`src/rtl/core_mem_access.sv`:
```
// MEM-stage data-memory access unit: turns EX/MEM load/store controls into a
// req/gnt/rvalid data-bus transaction, formats load data and stalls the pipe.
module core_mem_access #(
   parameter int ADDR_W = 64,
   parameter int DATA_W = 64
) (
   input  logic              clk,
   input  logic              rst,
   input  logic              mem_read_i,
   input  logic              mem_write_i,
   input  logic [2:0]        read_type_i,
   input  logic [1:0]        write_type_i,
   input  logic [ADDR_W-1:0] addr_i,
   input  logic [DATA_W-1:0] wdata_i,
   output logic              dbus_req_o,
   output logic              dbus_we_o,
   output logic [ADDR_W-1:0] dbus_addr_o,
   output logic [DATA_W-1:0] dbus_wdata_o,
   output logic [7:0]        dbus_wstrb_o,
   input  logic              dbus_gnt_i,
   input  logic              dbus_rvalid_i,
   input  logic [DATA_W-1:0] dbus_rdata_i,
   output logic [DATA_W-1:0] load_data_o,
   output logic              stall_o,
   output logic              misalign_o
);

   typedef enum logic [1:0] {S_IDLE, S_REQ, S_WAIT, S_DONE} state_e;

   state_e            state_q, state_d;
   logic              we_q, we_d;
   logic [2:0]        rtype_q, rtype_d;
   logic [2:0]        off_q, off_d;
   logic [ADDR_W-1:0] addr_q, addr_d;
   logic [DATA_W-1:0] wdata_q, wdata_d;
   logic [7:0]        wstrb_q, wstrb_d;
   logic [DATA_W-1:0] load_q, load_d;

   logic       access;
   logic [1:0] size;
   logic [2:0] off;
   logic       misaligned;
   logic [7:0] strb;

   // Shift the addressed lane down, then extend according to the load funct3.
   function automatic logic [DATA_W-1:0] fmt_load(input logic [2:0]        rtype,
                                                  input logic [2:0]        boff,
                                                  input logic [DATA_W-1:0] rdata);
      logic [DATA_W-1:0] field;
      field = rdata >> {boff, 3'b000};
      case (rtype)
         3'b000:  fmt_load = {{(DATA_W-8){field[7]}}, field[7:0]};
         3'b001:  fmt_load = {{(DATA_W-16){field[15]}}, field[15:0]};
         3'b010:  fmt_load = {{(DATA_W-32){field[31]}}, field[31:0]};
         3'b100:  fmt_load = {{(DATA_W-8){1'b0}}, field[7:0]};
         3'b101:  fmt_load = {{(DATA_W-16){1'b0}}, field[15:0]};
         3'b110:  fmt_load = {{(DATA_W-32){1'b0}}, field[31:0]};
         default: fmt_load = field;
      endcase
   endfunction

   // Access decode; a load's size is funct3[1:0], which also maps 111 onto LD.
   always_comb begin
      access = mem_read_i | mem_write_i;
      size   = mem_write_i ? write_type_i : read_type_i[1:0];
      off    = addr_i[2:0];
      case (size)
         2'b00:   begin misaligned = 1'b0;       strb = 8'h01 << off; end
         2'b01:   begin misaligned = off[0];     strb = 8'h03 << off; end
         2'b10:   begin misaligned = |off[1:0];  strb = 8'h0F << off; end
         default: begin misaligned = |off;       strb = 8'hFF;        end
      endcase
   end

   // NOTE: every signal gets its hold value first so no path through the case
   // leaves one unassigned; that is what keeps this block free of latches.
   always_comb begin
      state_d = state_q;
      we_d    = we_q;
      rtype_d = rtype_q;
      off_d   = off_q;
      addr_d  = addr_q;
      wdata_d = wdata_q;
      wstrb_d = wstrb_q;
      load_d  = load_q;
      case (state_q)
         S_IDLE: begin
            if (access && !misaligned) begin
               we_d    = mem_write_i;
               rtype_d = read_type_i;
               off_d   = off;
               addr_d  = {addr_i[ADDR_W-1:3], 3'b000};
               wdata_d = wdata_i << {off, 3'b000};
               wstrb_d = strb;
               state_d = S_REQ;
            end
         end
         S_REQ: begin
            if (dbus_gnt_i) begin
               if (we_q) begin
                  state_d = S_DONE;
               end else if (dbus_rvalid_i) begin
                  load_d  = fmt_load(rtype_q, off_q, dbus_rdata_i);
                  state_d = S_DONE;
               end else begin
                  state_d = S_WAIT;
               end
            end
         end
         S_WAIT: begin
            if (dbus_rvalid_i) begin
               load_d  = fmt_load(rtype_q, off_q, dbus_rdata_i);
               state_d = S_DONE;
            end
         end
         default: state_d = S_IDLE;
      endcase
   end

   // NOTE: state uses non-blocking assignments so every flop samples the
   // pre-edge values, regardless of statement order.
   always_ff @(posedge clk) begin
      if (rst) begin
         state_q <= S_IDLE;
         we_q    <= 1'b0;
         rtype_q <= 3'b000;
         off_q   <= 3'b000;
         addr_q  <= '0;
         wdata_q <= '0;
         wstrb_q <= 8'h00;
         load_q  <= '0;
      end else begin
         state_q <= state_d;
         we_q    <= we_d;
         rtype_q <= rtype_d;
         off_q   <= off_d;
         addr_q  <= addr_d;
         wdata_q <= wdata_d;
         wstrb_q <= wstrb_d;
         load_q  <= load_d;
      end
   end

   assign dbus_req_o   = (state_q == S_REQ);
   assign dbus_we_o    = we_q;
   assign dbus_addr_o  = addr_q;
   assign dbus_wdata_o = wdata_q;
   assign dbus_wstrb_o = wstrb_q;
   assign load_data_o  = load_q;
   assign misalign_o   = (state_q == S_IDLE) && access && misaligned;
   assign stall_o      = ((state_q == S_IDLE) && access && !misaligned)
                       || (state_q == S_REQ) || (state_q == S_WAIT);

endmodule

```
`config.mk`:
```
export PLATFORM = sky130hd
export DESIGN_NAME = core_mem_access
export DESIGN_NICKNAME = d
export VERILOG_FILES = /design/src/rtl/core_mem_access.sv
export SDC_FILE = /design/constraint.sdc
export NUM_CORES = 1
export LEC_CHECK = 0
export ABC_AREA = 1
export BUFFER_PORTS_ARGS = -buffer_cell sky130_fd_sc_hd__buf_2
export CAP_MARGIN = 20
export CORE_AREA = 2 2 159 161
export CTS_BUF_LIST = sky130_fd_sc_hd__clkbuf_4 sky130_fd_sc_hd__clkbuf_8
export CTS_CLUSTER_SIZE = 12
export DETAILED_ROUTE_END_ITERATION = 8
export DIE_AREA = 0 0 161 163
export PLACE_DENSITY = 0.76
export SYNTH_ARGS = -nofsm -noshare
export SYNTH_HDL_FRONTEND = slang
export SYNTH_SLANG_ARGS = --single-unit
```
`constraint.sdc`:
```
create_clock -name clk -period 2.6 [get_ports clk]
set_clock_uncertainty 0.1 [all_clocks]
set_input_delay 0.13 -clock clk [delete_from_list [all_inputs] [get_ports clk]]
set_output_delay 0.13 -clock clk [all_outputs]
set_load 0.01 [all_outputs]
```
==> qor.yml <==
area_growth_pct: 34.8
htree_levels: 2
rows: 58
grt_pass1_wl_mm: 65.9
hold_viol: 0
antenna_found_initial: 0
place_hpwl_mm: 29.9
post-route-min-period_ns: 2.36
critPathLaunchType: "flip-flop"
rsz0062_at_grt: "no"
grt_max_degree: 94
slew_headroom_pct: 47.9
dp.cells: 2431
vdd_ir_drop_max_v: 0.000687
final_nets: 2442
grt_pass1_vias: 12800
place_congestion: 0.932
post_route_cells_drive_above_1_share_pct: 24.1
crit_type: "reg2reg"
die_width_um: 161
antenna_left: 0
cts_tree: "yes"
ys_top_cells_by_count: "507 x nand2_1, 289 x nor2_1, 245 x o21ai_0, 206 x dfxtp_1, 182 x nand3_1"
clockBufferDepth: 3
setup_violations: 0
drt_iter0_drc: 1499
cp_max_fo: 34
synth_edf_count: 0
synth_ff_type: "dfxtp_1"
avgRoutedWirePerCell_um: 16.6
via_count: 13800
slew_violations: 0
fmax_mhz: 424
die_area_mm2: 0.0262
hold_class: "in2reg"
netlist_area_mm2: 0.0112
required_ns: 2.98
cts.clk_slew.worst_paths_ns: 0.07
netlist_top_cells_area: "dfxtp_1 37%, nand2_1 17%, o21ai_0 11%, nor2_1 9.7%, nand3_1 8.1%"
final_cells: 2593
cts-buffers-inserted: 37
clkLatencyLatePin_ns: 0.53
gr-total-overflow: 0
grtUsageTotal_pct: 31.2
cts_sinks: 206
async_flop_share_pct: 0
ios: 407
yosys.area.top_type_share_pct: 36.8
ys_types: 28
worstPathArrival_ns: 2.74
synthCells: 1808
die-height_um: 163
powerDensity_mw_per_mm2: 931
drv_cap: 0
yosysTopAreaCell: "dfxtp_1"
viasPerCell: 5.33
start_util_pct: 45.4
outcome: "complete, no violations"
synth-seq-area-share_pct: 36.8
core_area_mm2: 0.0247
routed_wl_mm: 43.1
drc_errors: 0
synth.avg_cell_area_um2: 6.19
tns_ns: 0
finalCritPeriodShare_pct: 90.7
synth.most_common_cell: "nand2_1"
tightest_slew_ns: 0.782
yosysWarnings: 0
p_leak_nw: 7.47
crit_path_end_kind: "flip-flop"
numPortBuffers: 403
dr.pass1.iters: 7
ys_seq_elements: 206
cts_root_buf: "clkbuf_8"
==> repair_timing <==
action                     CTS  global route
gates resized for setup      0             1
setup endpoints to repair    0             1
setup buffers                0             0
hold endpoints to repair    97             0
hold buffers                92             0
==> layer usage <==
layer | global-route usage, % | routed length [um] | vias to the layer above
li1 | - | - | 6711
met1 | 37.2 | 16700 | 6168
met2 | 54.0 | 20500 | 795
met3 | 5.55 | 3630 | 147
met4 | 16.1 | 2260 | 0
met5 | 0 | 0 | -
==> through the flow <==
| step | total power, mW | instance area (um2) | hold WS (ns) | setup slack (ns) | util, % |
|---|---|---|---|---|---|
| after global placement | 10.2 | 13300 | 0.278 | 0.198 | 53.8 |
| after detailed placement | 10.2 | 13300 | 0.286 | 0.111 | 53.8 |
| after global routing | 15.0 | 15100 | 0.0156 | 0.0280 | 61.2 |
| after CTS | 14.0 | 15100 | 0.000174 | 0.171 | 61.2 |
| after floorplan | 8.27 | 11200 | 0.197 | 0.630 | - |
| final | 14.1 | 15100 | 0.0224 | 0.241 | 61.2 |
==> power breakdown <==
part	internal (mW)	switching [mW]
clock	2.18	1.44
sequential	4.01	0.489
combinational	2.09	3.84
total	8.28	5.77
==> cells in the final DEF, fill, tap and decap left out, types with 2 or more instances in the layout <==
cell	Yosys	routed
conb_1	1	3
dfxtp_1	206	205
buf_4	17	24
a21oi_1	96	96
o21ai_1	8	8
ha_1	7	7
clkinv_2	0	7
bufinv_16	0	4
dlygate4sd3_1	0	92
diode_2	0	2
inv_1	56	54
o21ai_0	245	245
nand2_2	4	4
nand3_1	182	182
o211ai_1	14	14
clkbuf_8	0	48
buf_12	0	6
clkbuf_4	0	7
inv_2	7	7
nand2_1	507	507
nor2_2	2	2
nor3_1	7	7
buf_2	39	403
or2_2	23	23
and2_0	3	3
nor2_1	289	289
nand3_4	1	2
o21a_1	3	3
==> final cells by class <==
| class | instances | area (um2) |
|---|---|---|
| fill | 2389 | 9580 |
| multi-input combinational | 1398 | 6170 |
| sequential | 206 | 4130 |
| timing repair buffer | 526 | 3250 |
| clock buffer | 55 | 713 |
| tap | 330 | 413 |
| inverter | 63 | 240 |
| clock inverter | 13 | 178 |
| antenna | 2 | 5.00 |
==> worst max-delay path: stages (launching register included) <==
cell and delay [ns]:
dfxtp_2 0.37, inv_2 0.33, buf_6 0.31, buf_4 0.21, nand2_1 0.06, nand3_1 0.05, dlygate4sd3_1 0.55, nand3_1 0.08
nand3_1 0.10, o211ai_1 0.09, inv_1 0.06
==> sequential cells by signal, summed over array words and instances (netlist names) <==
signal	count
dbus_we_o	1
dbus_wstrb_o	8
dbus_addr_o	61
state_q	2
load_data_o	64
off_q	3
rtype_q	3
dbus_wdata_o	64
==> path summary, 6_finish.rpt <==
| kind | start | endpoint | slack (ns) | cells after the start |
|---|---|---|---|---|
| setup reg to reg | off_q[0]$_SDFFE_PP0P_ | load_data_o[4]$_SDFFE_PP0P_ | 0.24 | 10 |
| hold reg to reg | dbus_wdata_o[33]$_SDFFE_PP0P_ | dbus_wdata_o[33]$_SDFFE_PP0P_ | 0.36 | 2 |
| hold / removal | dbus_rdata_i[57] | load_data_o[57]$_SDFFE_PP0P_ | 0.02 | 5 |
| setup / recovery | off_q[0]$_SDFFE_PP0P_ | load_data_o[4]$_SDFFE_PP0P_ | 0.24 | 10 |
==> kinds of logic (layout without fill, tap and decap cells) <==
kind of cell / count (synthesis) / after routing / synth area share, %
compound gates: 368 / 368 / 16.9
fa+ha+maj: 7 / 7 / 0.782
buf+inv: 206 / 657 / 8.18
flops: 206 / 206 / 36.8
other cells: 1 / 5 / 0.0335
simple gates: 1020 / 1020 / 37.3
Note: power is estimated with default switching activity, not from simulation.
